### src/rtl/display_mux_driver.sv
// display_mux_driver: latches calculator output and scans it onto an 8-digit common-anode 7-seg display; define DEC_MODE_EN for decimal conversion
module display_mux_driver #(
  parameter logic [15:0] COUNT_MAX = 16'd50000,
  parameter int          N_DIGITS  = 8
) (
  input  logic                clk,
  input  logic                resetN,
  input  logic                Load,
  input  logic [15:0]         Value,
  input  logic [3:0]          Flags,
  input  logic [2:0]          Status,
  output logic                Busy,
  output logic [6:0]          Segments,
  output logic                DP,
  output logic [N_DIGITS-1:0] Anodes
);
  logic [15:0] cnt;
  logic [2:0]  idx;
  logic [19:0] disp_val;
  logic [3:0]  disp_flags;
  logic [2:0]  disp_status;
  logic [3:0]  nib;
  logic        blank;
  logic [6:0]  font;
  // refresh divider: one digit slot per COUNT_MAX cycles
  always_ff @(posedge clk or negedge resetN)
    if (!resetN) begin
      cnt <= '0;
      idx <= '0;
    end else if (cnt == COUNT_MAX - 16'd1) begin
      cnt <= '0;
      idx <= idx + 3'd1;
    end else
      cnt <= cnt + 16'd1;
  assign nib = idx == 3'd7 ? {1'b0, disp_status} :
               idx == 3'd6 ? disp_flags :
               idx == 3'd4 ? disp_val[19:16] : disp_val[{idx[1:0], 2'b00} +: 4];
`ifdef DEC_MODE_EN
  assign blank = idx == 3'd5;
`else
  assign blank = idx == 3'd5 || idx == 3'd4;
`endif
  // active-low hex font, bit 0 = segment a
  always_comb begin
    font = 7'h7F;
    case (nib)
      4'h0: font = 7'h40;
      4'h1: font = 7'h79;
      4'h2: font = 7'h24;
      4'h3: font = 7'h30;
      4'h4: font = 7'h19;
      4'h5: font = 7'h12;
      4'h6: font = 7'h02;
      4'h7: font = 7'h78;
      4'h8: font = 7'h00;
      4'h9: font = 7'h10;
      4'hA: font = 7'h08;
      4'hB: font = 7'h03;
      4'hC: font = 7'h46;
      4'hD: font = 7'h21;
      4'hE: font = 7'h06;
      4'hF: font = 7'h0E;
    endcase
  end
  // registered pin drivers so the anode and segment pattern switch together
  always_ff @(posedge clk or negedge resetN)
    if (!resetN) begin
      Anodes   <= '1;
      Segments <= 7'h7F;
      DP       <= 1'b1;
    end else begin
      Anodes   <= ~(N_DIGITS'(1) << idx);
      Segments <= blank ? 7'h7F : font;
      DP       <= idx != 3'd6;
    end
`ifdef DEC_MODE_EN
  localparam logic [1:0] IDLE = 2'd0, SHIFT = 2'd1, COMMIT = 2'd2;
  logic [1:0]  state;
  logic [15:0] work_val, pend_val;
  logic [3:0]  work_flags, pend_flags, it;
  logic [2:0]  work_status, pend_status;
  logic [19:0] bcd, adj;
  logic        pending;
  assign Busy = state != IDLE;
  // double-dabble correction: add 3 to every BCD nibble that would overflow on shift
  always_comb
    for (int i = 0; i < 5; i++)
      adj[i*4 +: 4] = bcd[i*4 +: 4] >= 4'd5 ? bcd[i*4 +: 4] + 4'd3 : bcd[i*4 +: 4];
  // conversion FSM; display regs only change at COMMIT so no partial value is shown
  always_ff @(posedge clk or negedge resetN)
    if (!resetN) begin
      state       <= IDLE;
      work_val    <= '0;
      work_flags  <= '0;
      work_status <= '0;
      pend_val    <= '0;
      pend_flags  <= '0;
      pend_status <= '0;
      pending     <= 1'b0;
      bcd         <= '0;
      it          <= '0;
      disp_val    <= '0;
      disp_flags  <= '0;
      disp_status <= '0;
    end else
      case (state)
        IDLE:
          if (Load) begin
            state       <= SHIFT;
            work_val    <= Value;
            work_flags  <= Flags;
            work_status <= Status;
            bcd         <= '0;
            it          <= '0;
          end
        SHIFT: begin
          bcd      <= {adj[18:0], work_val[15]};
          work_val <= {work_val[14:0], 1'b0};
          it       <= it + 4'd1;
          if (it == 4'd15) state <= COMMIT;
          if (Load) begin
            pend_val    <= Value;
            pend_flags  <= Flags;
            pend_status <= Status;
            pending     <= 1'b1;
          end
        end
        default: begin
          disp_val    <= bcd;
          disp_flags  <= work_flags;
          disp_status <= work_status;
          bcd         <= '0;
          it          <= '0;
          pending     <= 1'b0;
          if (Load || pending) begin
            state       <= SHIFT;
            work_val    <= Load ? Value : pend_val;
            work_flags  <= Load ? Flags : pend_flags;
            work_status <= Load ? Status : pend_status;
          end else
            state <= IDLE;
        end
      endcase
`else
  assign Busy = 1'b0;
  // direct capture of the presented value as hex digits
  always_ff @(posedge clk or negedge resetN)
    if (!resetN) begin
      disp_val    <= '0;
      disp_flags  <= '0;
      disp_status <= '0;
    end else if (Load) begin
      disp_val    <= {4'h0, Value};
      disp_flags  <= Flags;
      disp_status <= Status;
    end
`endif
endmodule
### config.mk
export PLATFORM = sky130hd
export DESIGN_NAME = display_mux_driver
export DESIGN_NICKNAME = d
export VERILOG_FILES = /design/src/rtl/display_mux_driver.sv
export SDC_FILE = /design/constraint.sdc
export NUM_CORES = 1
export LEC_CHECK = 0
export CORE_UTILIZATION = 25
export CTS_CLUSTER_DIAMETER = 30
export DETAILED_ROUTE_END_ITERATION = 7
export PLACE_DENSITY = 0.43
export SYNTH_ARGS = -nofsm -noshare
export SYNTH_HDL_FRONTEND = slang
export SYNTH_SLANG_ARGS = --single-unit
### constraint.sdc
create_clock -name clk -period 3.6 [get_ports clk]
set_input_delay 0.72 -clock clk [delete_from_list [all_inputs] [get_ports clk]]
set_output_delay 0.72 -clock clk [all_outputs]
set_load 0.03 [all_outputs]
==> results of run 1 <==
[logic make-up (layout without fill, tap and decap cells)]
logic type,after synthesis,in the layout,share of synthesized area (%)
buffers and inverters,17,69,2.86
XOR/XNOR,14,14,4.38
flip-flops,57,57,51.6
multiplexers,31,31,14.4
AO/OA/AOI/OAI,27,27,8.90
AND/OR/NAND/NOR,62,62,11.9
adder cells (fa/ha/maj),13,13,5.81
other,1,1,0.134
[stage by stage]
stage | util, % | area (µm²) | setup WS [ps] | instances | hold WS (ps)
CTS | 32.9 | 3580 | 660 | 414 | 246
detailed placement | 30.8 | 3360 | 686 | 398 | 474
floorplan | - | 2800 | 1080 | 222 | 424
global route | 32.9 | 3580 | 393 | 414 | 273
global placement | 30.8 | 3360 | 778 | 398 | 471
finish | 32.9 | 3580 | 661 | 414 | 257
[registers in the layout (all words and copies together) (netlist names)]
register and flops:
disp_val 16, disp_flags 4, disp_status 3, Anodes 8, Segments 7, idx 3
cnt 16
[critical path: stages, from the launching register on]
cell,delay (ps)
dfrtp_1,520
ha_1,240
ha_1,280
clkinv_1,340
and2_1,270
a21oi_1,320
inv_1,140
ha_1,250
inv_1,80
mux2i_1,70
a221o_1,340
[placed cells by master, fill, tap and decap left out, types with 3 or more instances in the layout]
| cell | n |
|---|---|
| buf_4 | 3 |
| xor2_1 | 4 |
| nor2_1 | 14 |
| nand2_1 | 13 |
| clkdlybuf4s50_1 | 40 |
| o21ai_0 | 3 |
| mux4_1 | 3 |
| mux2_2 | 25 |
| xnor2_1 | 10 |
| and4_1 | 4 |
| inv_1 | 8 |
| dfrtp_1 | 42 |
| clkbuf_8 | 11 |
| nand3_1 | 10 |
| and2_1 | 3 |
| dfstp_2 | 15 |
| a221o_1 | 3 |
| ha_1 | 13 |
| a31o_2 | 3 |
| a21oi_1 | 3 |
[metal layers]
metal | share of wire (%) | vias up
li1 | - | 899
met1 | 51 | 893
met2 | 43 | 45
met3 | 4.1 | 13
met4 | 2.5 | 0
met5 | 0 | -
[area by class of cell]
| type | count | share of cell area, % |
|---|---|---|
| clock inverters | 5 | 2.16 |
| multi-input cells | 148 | 35.5 |
| flip-flops and latches | 57 | 40.3 |
| well taps | 140 | 4.89 |
| clock buffers | 11 | 4.22 |
| repair buffers | 44 | 11.9 |
| inverters | 9 | 0.942 |
[final timing paths]
kind / start / to / slack (ps) / cells after the start
worst max-delay path: idx[0] / Segments[5] / 660 / 10
worst max register to register: idx[0] / Segments[5] / 660 / 10
max in group asynchronous: resetN / disp_flags[2] / 2460 / 2
worst min register to register: cnt[0] / cnt[0] / 480 / 1
min in group clk: cnt[0] / cnt[0] / 480 / 1
worst min-delay path: resetN / cnt[1] / 260 / 1
[power groups by stage]
stage | sequential [W] | clock [W] | combinational, W
floorplan | 0.000743 | 0 | 0.0000972
global route | 0.000713 | 0.000735 | 0.000230
global placement | 0.000719 | 0 | 0.000214
finish | 0.000708 | 0.000694 | 0.000211
detailed placement | 0.000720 | 0 | 0.000213
CTS | 0.000709 | 0.000715 | 0.000214
==> results.ini, run 1 <==
[timing]
drv_slew = 0
setup_tns_ps = 0
hold_violations = 0
finalSetupViolations = 0
rsz0062_at_grt = false
fin_worst_skew_ps = 5.15
fin_crit_sh_pct = 81.6
worstMarginPinSlew_ps = 597
fmax_mhz = 340
slew_headroom_pct = 60.0
fin_crit_ps = 2940

[yosys]
synth_most_common_cell = dfrtp_1
synth_area_um2 = 2800
synth_top_flop_cell = dfrtp_1
synthTopCellsByArea = dfrtp_1 (38%), dfstp_2 (14%), mux2_2 (10%)
yosysWarningCount = 0
syn-mean-instance-area_um2 = 12.6
async_flop_share_pct = 100
netlist.area_leader.share_pct = 37.6
syn_inst = 222
synth_nets = 261
yosysUniqueCellTypes = 50
synth_edf_count = 0
synth_top_cells_by_count = dfrtp_1 (42), mux2_2 (25), dfstp_2 (15)
ys_ff_latch = 57
yosysTopAreaCell = dfrtp_1
yosysSeqAreaShare_pct = 51.6

[worst_hold_path]
hp-class = input pin to async pin

[power_and_ir_drop]
p_sw_share_pct = 24.2
p_per_area_nw_per_um2 = 450
p_total_w = 0.00161
ir_worst_vdd_v = 0.000133
p_sw_w = 0.000390
p_int_w = 0.00122
p_clk_share_pct = 43.0
p_leak_nw = 1.47
p_seq_share_pct = 43.9
pwr-share-comb_pct = 13.1

[clock_tree]
cts_buffer_depth = 2
cts_resized = 0
tritoncts = built
clkSlewWorstSetupHoldPaths_ps = 70
holdBufCountCts = 0
cts_root_buffer = clkbuf_8
htreeDepth = 3
clock_latency_ps = 340
postCtsSetupRepairBufs = 0
cts_sinks = 57
cts_made_buffers = 9

[critical_path]
start_kind = flip-flop
cp.required_ps = 3870
worst_ep_arrival_time_ps = 3210
crit_fanout = 10
setup.worst_path.end_class = flip-flop
worstSetupPathType = flip-flop to flip-flop

[floorplan]
fp.dieH_um = 108
die_area_um2 = 11600
start_util_pct = 25.7
io_pins = 43
fp.dieW_um = 108
core_um2 = 10900
fp-row-count = 38

[route]
via_per_inst = 4.47
routedWlPerCell_um = 13.9
route.vias.total = 1850
postRouteAntennaNets = 0
drt-total-wl_mm = 5.75
drc = 0
drtIter0Drc = 66
first_pass_iters = 4

[global_routing]
top_usage_layer = met2
grt.met2_usage_pct = 15.9
met1_usage_pct = 15.1
gr-usage-met3_pct = 2.97
grtUsageTotal_pct = 11.1
grt_first_pass_wirelength_mm = 9.58
grt_pass1_vias = 1840
grt_overflow = 0
grt_max_degree = 47
antenna_found_initial = 0

[placed_design]
dp_hpwl_mm = 4.04
gp_congestion = 0.727
numPortBuffers = 41

[outcome]
status = complete, no violations

[layout]
drive_above_1_share_pct = 26.6
register_area_um2 = 1450
multi_input_area_um2 = 1270
fin_nets = 308
diodes = 0
fillers = 1116
syn_to_final_growth_pct = 28.1

[flow_run]
max_cap_violations = 0

Power figures use the tool's default switching activity.
==> run 2, diff against run 1 <==
==> constraint.sdc (replaced) <==
create_clock -name clk -period 3.1 [get_ports clk]
set_input_delay 0.62 -clock clk [delete_from_list [all_inputs] [get_ports clk]]
set_output_delay 0.62 -clock clk [all_outputs]
set_load 0.03 [all_outputs]
==> run 2 against run 1 <==
Effect of this change: setup slack lost 190 ps; flip-flop and latch count stayed put; final area up 0.31%; global-route usage fell by 0.19 points; largest cell class unchanged.
==> results.ini, run 2 (synthesized netlist as in run 1, its figures left out) <==
[route]
postRouteAntennaNets = 0  ; unchanged
drtIter0Drc = 80  ; +21%
routedWlPerCell_um = 13.7  ; -1.6%
via_per_inst = 4.46  ; -0.18%
drt-total-wl_mm = 5.70  ; -0.87%
drc = 0  ; unchanged
first_pass_iters = 4  ; unchanged
route.vias.total = 1860  ; +0.54%

[global_routing]
grt_pass1_vias = 1859  ; +1.0%
grt_max_degree = 24  ; -49%
grt_overflow = 0  ; unchanged
antenna_found_initial = 0  ; unchanged
grt_first_pass_wirelength_mm = 9.45  ; -1.4%
grtUsageTotal_pct = 10.9  ; -0.19 points

[floorplan]
fp.dieH_um = 108  ; unchanged
fp-row-count = 38  ; unchanged
start_util_pct = 25.7  ; unchanged
core_um2 = 10900  ; unchanged
die_area_um2 = 11600  ; unchanged
fp.dieW_um = 108  ; unchanged
io_pins = 43  ; unchanged

[layout]
fin_nets = 311  ; +0.97%
drive_above_1_share_pct = 27.1  ; +0.43 points
fillers = 1100  ; -1.4%
final_common_cell = dfrtp_1
reg.largest.list = cnt x16, disp_val x16, Anodes x8
diodes = 0  ; unchanged
most-common-layout-cells = dfrtp_1 (42), clkdlybuf4s50_1 (40), mux2_2 (25)
syn_to_final_growth_pct = 28.5
instances_no_fill = 417  ; +0.72%

[placed_design]
placedCellCount = 401  ; +0.75%
dp_hpwl_mm = 4.13  ; +2.2%
gp_congestion = 0.753  ; +3.6%
dp_slack_ps = 464  ; -222 ps
numPortBuffers = 41  ; unchanged

[power_and_ir_drop]
p_per_area_nw_per_um2 = 505  ; +12%
p_clk_share_pct = 41.4  ; -1.6 points
p_sw_share_pct = 23.8  ; -0.41 points
p_sw_w = 0.000432  ; +11%
p_seq_share_pct = 45.1  ; +1.2 points
ir_worst_vdd_v = 0.000175  ; +32%
p_int_w = 0.00139  ; +13%
p_leak_nw = 1.48  ; +0.80%
pwr-share-comb_pct = 13.5  ; +0.4 points
p_total_w = 0.00182  ; +13%

[timing]
hold_violations = 0  ; unchanged
slew_headroom_pct = 51.5  ; -8.6 points
drv_slew = 0  ; unchanged
finalSetupViolations = 0  ; unchanged
setup_tns_ps = 0  ; unchanged
fin_crit_ps = 2630  ; -306 ps
fmax_mhz = 380  ; +12%
fin_crit_sh_pct = 84.9  ; +3.3 points
fin_worst_skew_ps = 11.3  ; +6.11 ps
worst_slack_ps = 467  ; -194 ps
rsz0062_at_grt = false
worstMarginPinSlew_ps = 722  ; +125 ps
timing.hold.ws_ps = 245  ; -11.5 ps

[clock_tree]
tritoncts = built
cts_sinks = 57  ; unchanged
clkSlewWorstSetupHoldPaths_ps = 70  ; about the same
cts_resized = 0  ; unchanged
cts_root_buffer = clkbuf_8
cts_made_buffers = 9  ; unchanged
postCtsSetupRepairBufs = 0  ; unchanged
clock_latency_ps = 340  ; about the same
holdBufCountCts = 0  ; unchanged
htreeDepth = 3  ; unchanged
cts_buffer_depth = 2  ; unchanged

[critical_path]
start_kind = flip-flop
cp.required_ps = 3360  ; -510 ps
reg2reg_depth = 10  ; unchanged
worst_ep_arrival_time_ps = 2900  ; -310 ps
rrSetupSlack_ps = 470  ; -190 ps
worstSetupPathType = flip-flop to flip-flop
crit_fanout = 8  ; -2
setup.worst_path.end_class = flip-flop

[worst_hold_path]
hp-class = input pin to async pin

[flow_run]
max_cap_violations = 0  ; unchanged

[outcome]
status = complete, no violations

-- run 2: metrics by stage --
| stage | utilization [%] | instance area, µm² |
|---|---|---|
| floorplan | - | 2800 |
| global placement | 31.0 | 3380 |
| detailed placement | 31.0 | 3380 |
| CTS | 33.0 | 3600 |
| global route | 33.0 | 3600 |
| finish | 33.0 | 3600 |
-- run 2: cell type report --
class	instances	area, µm²	area share (%)
Tap cell	140	175	4.87
Timing Repair Buffer	47	450	12.5
Inverter	9	33.8	0.939
Sequential cell	57	1450	40.2
Clock buffer	14	183	5.08
Multi-Input combinational cell	148	1270	35.4
Clock inverter	2	35.0	0.974
-- run 2: path summary, 6_finish.rpt --
| kind | startpoint | endpoint |
|---|---|---|
| min in group clk | cnt[0] | cnt[0] |
| setup / recovery | idx[1] | Segments[5] |
| hold / removal | resetN | disp_val[10] |
| setup reg to reg | idx[1] | Segments[5] |
| hold reg to reg | cnt[0] | cnt[0] |
| max in group asynchronous | resetN | Segments[1] |
-- run 2: worst max-delay path, cell delays in order, from the launching register on --
cell	delay (ps)
dfrtp_1	500
ha_1	230
ha_1	280
clkinv_1	150
and2_1	180
a21oi_1	310
inv_1	140
ha_1	250
inv_1	80
mux2i_1	80
a221o_1	340
-- run 2: power groups by stage --
| stage | sequential, W | combinational (W) | clock [W] |
|---|---|---|---|
| after floorplan | 0.000863 | 0.000113 | 0 |
| after global placement | 0.000834 | 0.000248 | 0 |
| after detailed placement | 0.000835 | 0.000247 | 0 |
| after CTS | 0.000822 | 0.000249 | 0.000778 |
| after global routing | 0.000826 | 0.000268 | 0.000807 |
| final | 0.000820 | 0.000245 | 0.000752 |
-- run 2: per-layer routing --
metal,part of all wire (%),vias up,track usage [%]
met5,0,-,0
met4,2.4,0,6.75
met3,3.9,10,2.54
met2,44,42,15.6
met1,49,903,14.7
li1,-,905,-
==> edit: new RTL, settings of run 2 <==
Remove the register `Segments`: a continuous assignment takes its place, so the output `Segments` follows one clock earlier.
--- a/src/rtl/display_mux_driver.sv
+++ b/src/rtl/display_mux_driver.sv
@@ -66,13 +66,13 @@
   always_ff @(posedge clk or negedge resetN)
     if (!resetN) begin
       Anodes   <= '1;
-      Segments <= 7'h7F;
       DP       <= 1'b1;
     end else begin
       Anodes   <= ~(N_DIGITS'(1) << idx);
-      Segments <= blank ? 7'h7F : font;
       DP       <= idx != 3'd6;
     end
+
+  assign Segments = blank ? 7'h7F : font;
 `ifdef DEC_MODE_EN
   localparam logic [1:0] IDLE = 2'd0, SHIFT = 2'd1, COMMIT = 2'd2;
   logic [1:0]  state;
Check against the original RTL: not equivalent (Yosys sat finds a counterexample within 4 cycles, from zero or initial values and one cycle with resetN low).
==> edit against run 2 <==
  * The run now ends with setup timing left
  * Wire length rose by 0.97%
  * Area after synthesis fell by 6.6%
  * Setup slack got worse by 0.53 ns
  * Final area rose by 4.7%
  * Sequential cell count fell by 7
  * Register-to-register slack improved by 0.60 ns
  * Power fell by 21%
==> edit: results (changes against run 2) <==
INFO  metric dp.final_hpwl = 4140 um (was 4130 um)
INFO  metric number_of_cts_inserted_buffers = 5 (was 9)
INFO  metric drive_above_1_share = 44.4% (was 27.1%)
INFO  metric number_of_global_route_vias_before_repair = 1,927 (was 1,859)
INFO  metric globalRouteTotalUtil = 11.4% (was 10.9%)
INFO  metric worst_r2r_startpoint = cnt[0] (was idx[1])
INFO  metric post_cts_resize_count = 57 (was 0)
INFO  metric ir_drop = 0.000207 V (was 0.000175 V)
INFO  metric whs = 0.466 ns (was 0.245 ns)
INFO  metric setup_tns = -0.0953 ns (was 0 ns)
INFO  metric synth.top_cell.area_share = 40.2% (was 37.6%)
INFO  metric grt_use_met2 = 17.3% (was 15.6%)
INFO  metric failed_checks = setup timing
INFO  metric synth_sequential_area_ratio = 48.2% (was 51.6%)
INFO  metric net_count_of_the_finished_layout = 335 (was 311)
INFO  metric cp.arrival = 2.54 ns (was 2.90 ns)
INFO  metric status = complete, but fails checks (was complete, no violations)
INFO  metric grt_max_degree = 44 (was 24)
INFO  metric setup_slack = -0.0635 ns (was 0.467 ns)
INFO  metric met1_routing_resource_usage_after_global_routing = 16.4% (was 14.7%)
INFO  metric wl_per_cell = 13.4 um (was 13.7 um)
INFO  metric detailed_place.area = 3410 um2 (was 3380 um2)
INFO  metric report.final.setup_viol = 4 (was 0)
INFO  metric grt_pass1_wl = 9960 um (was 9450 um)
INFO  metric finClkSkew = 0.0121 ns (was 0.0113 ns)
INFO  metric crit_fanout = 4 (was 8)
INFO  metric synth_cells = 215 (was 222)
INFO  metric critical_path_class = flip-flop to primary output (was flip-flop to flip-flop)
INFO  metric synth.top_cells.by_area = sky130_fd_sc_hd__dfrtp_1 40%, sky130_fd_sc_hd__mux2_2 11%, sky130_fd_sc_hd__dfstp_2 8.0%, sky130_fd_sc_hd__ha_1 6.2%, sky130_fd_sc_hd__xnor2_1 3.3% (was sky130_fd_sc_hd__dfrtp_1 38%, sky130_fd_sc_hd__dfstp_2 14%, sky130_fd_sc_hd__mux2_2 10%, sky130_fd_sc_hd__ha_1 5.8%, sky130_fd_sc_hd__xnor2_1 3.1%)
INFO  metric worst_setup_path_startpoint = idx[0] (was idx[1])
INFO  metric clk_latency = 0.31 ns (was 0.34 ns)
INFO  metric dp_worst_setup_slack = -0.271 ns (was 0.464 ns)
==> edit: cell type report <==
class | count | area share, %
tap | 133 | 4.42
timing repair buffer | 82 | 19.8
multi-input combinational | 148 | 38.7
inverter | 9 | 0.931
sequential | 50 | 33.6
clock buffer | 6 | 2.19
clock inverter | 2 | 0.432
==> edit: power by group <==
group	total, mW	switching (mW)	internal, mW
logic	0.321	0.145	0.176
registers	0.700	0.0175	0.682
clock network	0.422	0.237	0.185
==> edit: worst paths after layout <==
kind	to	slack (ns)	depth (start not counted)
worst max register to register	idx[1]	1.07	5
min in group clk	cnt[0]	0.48	1
worst min register to register	cnt[0]	0.48	1
max in group asynchronous	Anodes[6]	1.86	2
worst min-delay path	cnt[5]	0.47	1
worst max-delay path	Segments[3]	-0.06	9
==> edit: routing by layer <==
layer,share of wire (%),wire length (um),up-vias
li1,-,-,937
met1,52,2980,927
met2,45,2600,31
met3,2.1,123,4
met4,0.99,57,0
met5,0,0,-
==> edit: logic make-up after synthesis <==
family / count (synthesis) / synth area share, %
AO/OA/AOI/OAI: 27 / 9.52
XOR/XNOR: 14 / 4.69
adder cells (fa/ha/maj): 13 / 6.22
buffers and inverters: 17 / 3.06
flip-flops: 50 / 48.2
multiplexers: 31 / 15.4
other: 1 / 0.143
AND/OR/NAND/NOR: 62 / 12.7
==> edit: critical path, cell delays in order, from the launching register on <==
cell                      delay (ns)
sky130_fd_sc_hd__dfrtp_2        0.42
sky130_fd_sc_hd__buf_6          0.13
sky130_fd_sc_hd__mux4_2         0.53
sky130_fd_sc_hd__nand3_2        0.11
sky130_fd_sc_hd__and2_4         0.15
sky130_fd_sc_hd__buf_6          0.11
sky130_fd_sc_hd__ha_4           0.19
sky130_fd_sc_hd__mux2_4         0.28
sky130_fd_sc_hd__a32oi_4        0.16
sky130_fd_sc_hd__buf_6          0.16
